### src/rtl/multi_gen_pkg.sv
// multi_gen_pkg: shared constants and helpers for the multi_gen_1 multiplier.
//   - Legal-range constants for LATENCY and FRAC_BITS.
//   - sat_bounds(): signed min/max representable in a given width, returned
//     in a 65-bit container wide enough for the 2*WIDTH+1 rounding sum.
package multi_gen_pkg;

    localparam int LATENCY_MIN   = 1;
    localparam int LATENCY_MAX   = 8;
    localparam int FRAC_BITS_MIN = 0;
    // FRAC_BITS is also limited by WIDTH; 32 is the widest legal WIDTH.
    localparam int FRAC_BITS_MAX = 32;

    localparam int BOUND_W = 65;

    typedef struct packed {
        logic signed [BOUND_W-1:0] max_v;
        logic signed [BOUND_W-1:0] min_v;
    } sat_bounds_t;

    function automatic sat_bounds_t sat_bounds(input int w);
        sat_bounds_t b;
        b.max_v = (BOUND_W'(1) << (w - 1)) - BOUND_W'(1);
        b.min_v = -(BOUND_W'(1) << (w - 1));
        return b;
    endfunction

endpackage

### src/rtl/multi_pipe_stage.sv
// multi_pipe_stage: one data+valid pipeline register.
// Ports:
//   CLK, RST_N        clock, async active-low reset (clears valid and data)
//   ce_i              advance enable; 0 holds valid and data
//   flush_i           clears valid at the next edge regardless of ce_i
//   valid_i, data_i   incoming sample
//   valid_o, data_o   registered sample
// Data only loads for a valid, non-flushed sample so it holds its last
// value while the stage carries a bubble.
module multi_pipe_stage
    import multi_gen_pkg::*;
#(
    parameter int DW = 32
) (
    input  logic          CLK,
    input  logic          RST_N,
    input  logic          ce_i,
    input  logic          flush_i,
    input  logic          valid_i,
    input  logic [DW-1:0] data_i,
    output logic          valid_o,
    output logic [DW-1:0] data_o
);

    logic          valid_q, valid_d;
    logic [DW-1:0] data_q,  data_d;

    always_comb begin
        valid_d = valid_q;
        data_d  = data_q;
        if (flush_i) begin
            valid_d = 1'b0;
        end else if (ce_i) begin
            valid_d = valid_i;
            if (valid_i) begin
                data_d = data_i;
            end
        end
    end

    always_ff @(posedge CLK or negedge RST_N) begin
        if (!RST_N) begin
            valid_q <= 1'b0;
            data_q  <= '0;
        end else begin
            valid_q <= valid_d;
            data_q  <= data_d;
        end
    end

    assign valid_o = valid_q;
    assign data_o  = data_q;

endmodule

### src/rtl/multi_gen_1.sv
// multi_gen_1: pipelined signed multiplier with round-half-up fixed-point
// scaling and overflow detection.
// Ports:
//   CLK, RST_N     clock, async active-low reset
//   CE             pipeline advance enable (0 stalls everything)
//   FLUSH          synchronous invalidate of all in-flight samples
//   IN_VALID, A, B signed operands, WIDTH bits each
//   OUT_VALID      P/OVF carry a new result
//   P              scaled result, OUT_WIDTH bits (holds when OUT_VALID=0)
//   OVF            scaled value fell outside the OUT_WIDTH signed range
// Build option: define MULTI_GEN_SAT_EN to clamp P on overflow; otherwise P
// wraps to the low OUT_WIDTH bits.
// Stage 1 registers the full product, middle stages delay it, and the last
// stage registers the rounded/shifted/clamped result. LATENCY=1 collapses
// everything into the single output stage.
module multi_gen_1
    import multi_gen_pkg::*;
#(
    parameter int WIDTH     = 32,
    parameter int OUT_WIDTH = 32,
    parameter int FRAC_BITS = 0,
    parameter int LATENCY   = 2
) (
    input  logic                 CLK,
    input  logic                 RST_N,
    input  logic                 CE,
    input  logic                 FLUSH,
    input  logic                 IN_VALID,
    input  logic [WIDTH-1:0]     A,
    input  logic [WIDTH-1:0]     B,
    output logic                 OUT_VALID,
    output logic [OUT_WIDTH-1:0] P,
    output logic                 OVF
);

    localparam int LAT  = (LATENCY < LATENCY_MIN) ? LATENCY_MIN :
                          (LATENCY > LATENCY_MAX) ? LATENCY_MAX : LATENCY;
    localparam int FRAC = (FRAC_BITS < FRAC_BITS_MIN) ? FRAC_BITS_MIN :
                          (FRAC_BITS > FRAC_BITS_MAX) ? FRAC_BITS_MAX : FRAC_BITS;
    localparam int PW   = 2 * WIDTH;
    localparam int SW   = PW + 1;

    localparam sat_bounds_t               BOUNDS  = sat_bounds(OUT_WIDTH);
    localparam logic signed [BOUND_W-1:0] OUT_MAX = BOUNDS.max_v;
    localparam logic signed [BOUND_W-1:0] OUT_MIN = BOUNDS.min_v;
    // 2^(FRAC-1), or 0 when FRAC=0 (the shift-then-halve avoids a -1 shift).
    localparam logic [SW-1:0]             RND     = (SW'(1) << FRAC) >> 1;

    logic [PW-1:0] a_ext, b_ext, prod;
    logic [PW-1:0] mul_data;
    logic          mul_valid;

    // Sign-extended operands: low PW bits of the unsigned product equal the
    // exact signed product.
    assign a_ext = {{WIDTH{A[WIDTH-1]}}, A};
    assign b_ext = {{WIDTH{B[WIDTH-1]}}, B};
    assign prod  = a_ext * b_ext;

    generate
        if (LAT == 1) begin : g_single
            assign mul_data  = prod;
            assign mul_valid = IN_VALID;
        end else begin : g_multi
            logic [PW-1:0] pd [LAT-1];
            logic          pv [LAT-1];

            multi_pipe_stage #(.DW(PW)) u_mul (
                .CLK     (CLK),
                .RST_N   (RST_N),
                .ce_i    (CE),
                .flush_i (FLUSH),
                .valid_i (IN_VALID),
                .data_i  (prod),
                .valid_o (pv[0]),
                .data_o  (pd[0])
            );

            for (genvar i = 1; i < LAT - 1; i++) begin : g_delay
                multi_pipe_stage #(.DW(PW)) u_dly (
                    .CLK     (CLK),
                    .RST_N   (RST_N),
                    .ce_i    (CE),
                    .flush_i (FLUSH),
                    .valid_i (pv[i-1]),
                    .data_i  (pd[i-1]),
                    .valid_o (pv[i]),
                    .data_o  (pd[i])
                );
            end

            assign mul_data  = pd[LAT-2];
            assign mul_valid = pv[LAT-2];
        end
    endgenerate

    logic signed [SW-1:0]      sum, shifted;
    logic signed [BOUND_W-1:0] shifted_ext;
    logic                      ovf_res;
    logic [OUT_WIDTH-1:0]      p_res;

    always_comb begin
        sum         = $signed({mul_data[PW-1], mul_data} + RND);
        shifted     = sum >>> FRAC;
        shifted_ext = BOUND_W'(shifted);
        ovf_res     = (shifted_ext > OUT_MAX) || (shifted_ext < OUT_MIN);
        p_res       = shifted[OUT_WIDTH-1:0];
`ifdef MULTI_GEN_SAT_EN
        if (ovf_res) begin
            p_res = shifted_ext[BOUND_W-1] ? OUT_MIN[OUT_WIDTH-1:0]
                                           : OUT_MAX[OUT_WIDTH-1:0];
        end
`endif
    end

    logic [OUT_WIDTH:0] out_data;

    multi_pipe_stage #(.DW(OUT_WIDTH + 1)) u_out (
        .CLK     (CLK),
        .RST_N   (RST_N),
        .ce_i    (CE),
        .flush_i (FLUSH),
        .valid_i (mul_valid),
        .data_i  ({ovf_res, p_res}),
        .valid_o (OUT_VALID),
        .data_o  (out_data)
    );

    assign {OVF, P} = out_data;

endmodule

### config.mk
export PLATFORM = sky130hd
export DESIGN_NAME = multi_gen_1
export DESIGN_NICKNAME = d
export VERILOG_FILES = /design/src/rtl/multi_gen_pkg.sv /design/src/rtl/multi_pipe_stage.sv /design/src/rtl/multi_gen_1.sv
export SDC_FILE = /design/constraint.sdc
export NUM_CORES = 2
export LEC_CHECK = 0
export ABC_AREA = 1
export CAP_MARGIN = 15
export CORE_MARGIN = 2
export CORE_UTILIZATION = 65
export DETAILED_ROUTE_END_ITERATION = 8
export GPL_TIMING_DRIVEN = 0
export PLACE_DENSITY = 0.8
export REMOVE_ABC_BUFFERS = 1
export SLEW_MARGIN = 25
export SYNTH_ARGS = -nofsm -noshare
export SYNTH_HDL_FRONTEND = slang
export SYNTH_SLANG_ARGS = --single-unit
### constraint.sdc
create_clock -name CLK -period 3.29 [get_ports CLK]
set_input_delay 0.4935 -clock CLK [delete_from_list [all_inputs] [get_ports CLK]]
set_output_delay 0.4935 -clock CLK [all_outputs]
set_load 0.01 [all_outputs]
==> impl_metrics.json <==
{
  "reg2reg_slack_ps": 1090,
  "clock-root-buffer": "clkbuf_16",
  "grtUsageTotal_pct": 44.4,
  "finClkSkew_ps": 5.64,
  "maxSlewViolCount": 0,
  "tightest_slew_ps": 885,
  "cp_max_fo": 8,
  "path_depth": 27,
  "worst_setup_path_start_kind": "input port",
  "synth_ff_type": "dfrtp_1",
  "io_buffers": 102,
  "cts_buffers": 9,
  "clkSinkCount": 99,
  "wl_per_cell_um": 24.5,
  "clock_latency_ps": 350,
  "final_cell_mix": "inv_1, nand2_1, fa_1",
  "fp.dieH_um": 260,
  "yosys_register_bits": 99,
  "critPathBufInv": 7,
  "synth.avg_cell_area_um2": 7.87,
  "clk_pin_slew_ps": 70,
  "final_common_cell": "inv_1",
  "cp.required_ps": 3520,
  "core_um2": 64700,
  "syn_to_final_growth_pct": 23.2,
  "yosysUniqueCellTypes": 38,
  "place_congestion": 1.02,
  "outcome": "complete, but fails checks",
  "rows": 93,
  "fp.dieArea_um2": 67700,
  "synth-xor-area-share_pct": 0.493,
  "synth_top_family_by_area": "adder cells",
  "cp_slowest_cell": "fa_1",
  "fin_crit_ps": 7120,
  "dp_slack_ps": -5790,
  "critPathCaptureType": "flop",
  "cts_tree": "built",
  "syn-cell-area_um2": 42600,
  "cp.arrival_ps": 7350,
  "grt_pass1_vias": 41100,
  "final_util_pct": 81.2,
  "yosysWarningCount": 0,
  "nets": 6981,
  "grt_pass1_wl_um": 225000,
  "antenna_found_initial": 10,
  "drc": 0,
  "synth_top_area_cell": "fa_1",
  "slew-limit-headroom_pct": 41.0,
  "synth_top_area_share_pct": 50.8,
  "worstSetupPathType": "input port to flop",
  "initial_core_util_pct": 65.9,
  "critPathCapture": "g_multi.u_mul.data_o[62]",
  "io-pin-count": 103,
  "cp-startpoint": "A[22]",
  "synth-simple-area-share_pct": 18.4,
  "reg2reg_depth": 4,
  "grt-ovfl-total": 0,
  "dp_hpwl_um": 92900,
  "cap_violations": 0,
  "r2r_start": "g_multi.u_mul.valid_o",
  "h-tree-depth": 3,
  "rr_endpoint": "u_out.data_o[21]",
  "slowest_delay_ps": 740,
  "crit_family": "adder cells",
  "hold_path_class": "flop to flop",
  "hold_start": "u_out.data_o[18]",
  "synth_cells": 5419,
  "layout_setup_ws_ps": -3830,
  "synth_compound_area_share_pct": 2.06,
  "crit_top_cell": "fa_1",
  "placed_cell_area_um2": 44600,
  "ant_nets": 0,
  "die_w_um": 260,
  "rsz0062_at_grt": "yes",
  "synthArstFlopShare_pct": 100,
  "hold_viol_final": 0,
  "clock_path_buffers": 2,
  "fin_crit_sh_pct": 216,
  "finalSetupViolations": 60,
  "fmax_mhz": 140,
  "ys_top_cells_by_area": "fa_1, inv_1, nand2_1",
  "violations": "setup timing",
  "vias": 38700,
  "synth_mux_area_share_pct": 0,
  "vias_per_cell": 5.95,
  "grt_max_degree": 80,
  "stdcell_area_um2": 52500,
  "ys_seq_area_share_pct": 5.81,
  "synth_adder_area_share_pct": 56.2,
  "drtPass1Iterations": 9,
  "drt_iter0_markers": 4449,
  "synth-edff-count": 0,
  "wirelength_um": 160000,
  "drive_gt1_share_pct": 18.8
}
==> sequential cells by signal, summed over array words and instances, names as in the netlist <==
register / cells
g_multi.u_mul.valid_o: 1
u_out.valid_o: 1
g_multi.u_mul.data_o: 64
u_out.data_o: 33
==> worst min-delay path by stage <==
stage / endpoint / depth (start not counted)
6_report: u_out.data_o[18] / 2
3_3_place_gp: u_out.data_o[20] / 2
5_1_grt: u_out.data_o[15] / 2
3_5_place_dp: u_out.data_o[11] / 1
4_1_cts: u_out.data_o[9] / 2
2_1_floorplan: g_multi.u_mul.data_o[0] / 0
==> cell usage after synthesis (12+ instances only) <==
cell and n:
a21oi_1 61, o21ai_0 64, xnor2_1 20, nand4_1 26, nand2_2 24, nor4_1 12, clkbuf_1 207, ha_1 184
nand2_1 1573, inv_1 1719, nand3_1 114, o21bai_1 13, nor2_1 101, nor2_2 23, dfrtp_1 99, fa_1 1082
==> kinds of logic after synthesis <==
logic type      after synthesis
simple gates               1931
compound gates              161
buf+inv                    1938
flops                        99
fa+ha+maj                  1266
xor+xnor                     24
==> through the flow <==
stage          hold slack (ps)  std cells  setup TNS, ps
5_1_grt                    497       6507        -192550
6_report                   481       6513        -184410
3_5_place_dp               359       6208        -252880
3_3_place_gp               457       6165        -522500
4_1_cts                    480       6408        -173870
2_1_floorplan              198       5208        -164730
==> routing by layer <==
layer	wire, um	global-route usage (%)
met4	18200	32.2
met2	70900	71.5
met3	22000	13.9
met5	97	0
met1	48400	50.1
==> area by class of cell <==
cell class	instances	area (um^2)
Timing Repair Buffer	427	6030
Clock buffer	9	225
Clock inverter	7	98.8
Fill cell	3663	12200
Inverter	1727	6540
Antenna cell	7	17.5
Tap cell	855	1070
Multi-Input combinational cell	3382	36100
Sequential cell	99	2480
==> what timing repair did <==
item | CTS | global route
endpoints found under the hold margin | 20 | 0
pin swaps | 192 | 169
endpoints found under the setup margin | 60 | 60
setup buffers | 138 | 88
cloned | 46 | 11
hold buffers | 1 | 0
resized for setup | 732 | 361
==> worst reg2reg max path: stages (launching register included) <==
cell	delay, ps
dfrtp_1	320
inv_1	70
nor3_4	530
clkinv_2	710
o21ai_0	450
Power is not shown: default switching activity piles up to over one toggle a cycle in this logic, so the estimate is an artifact.
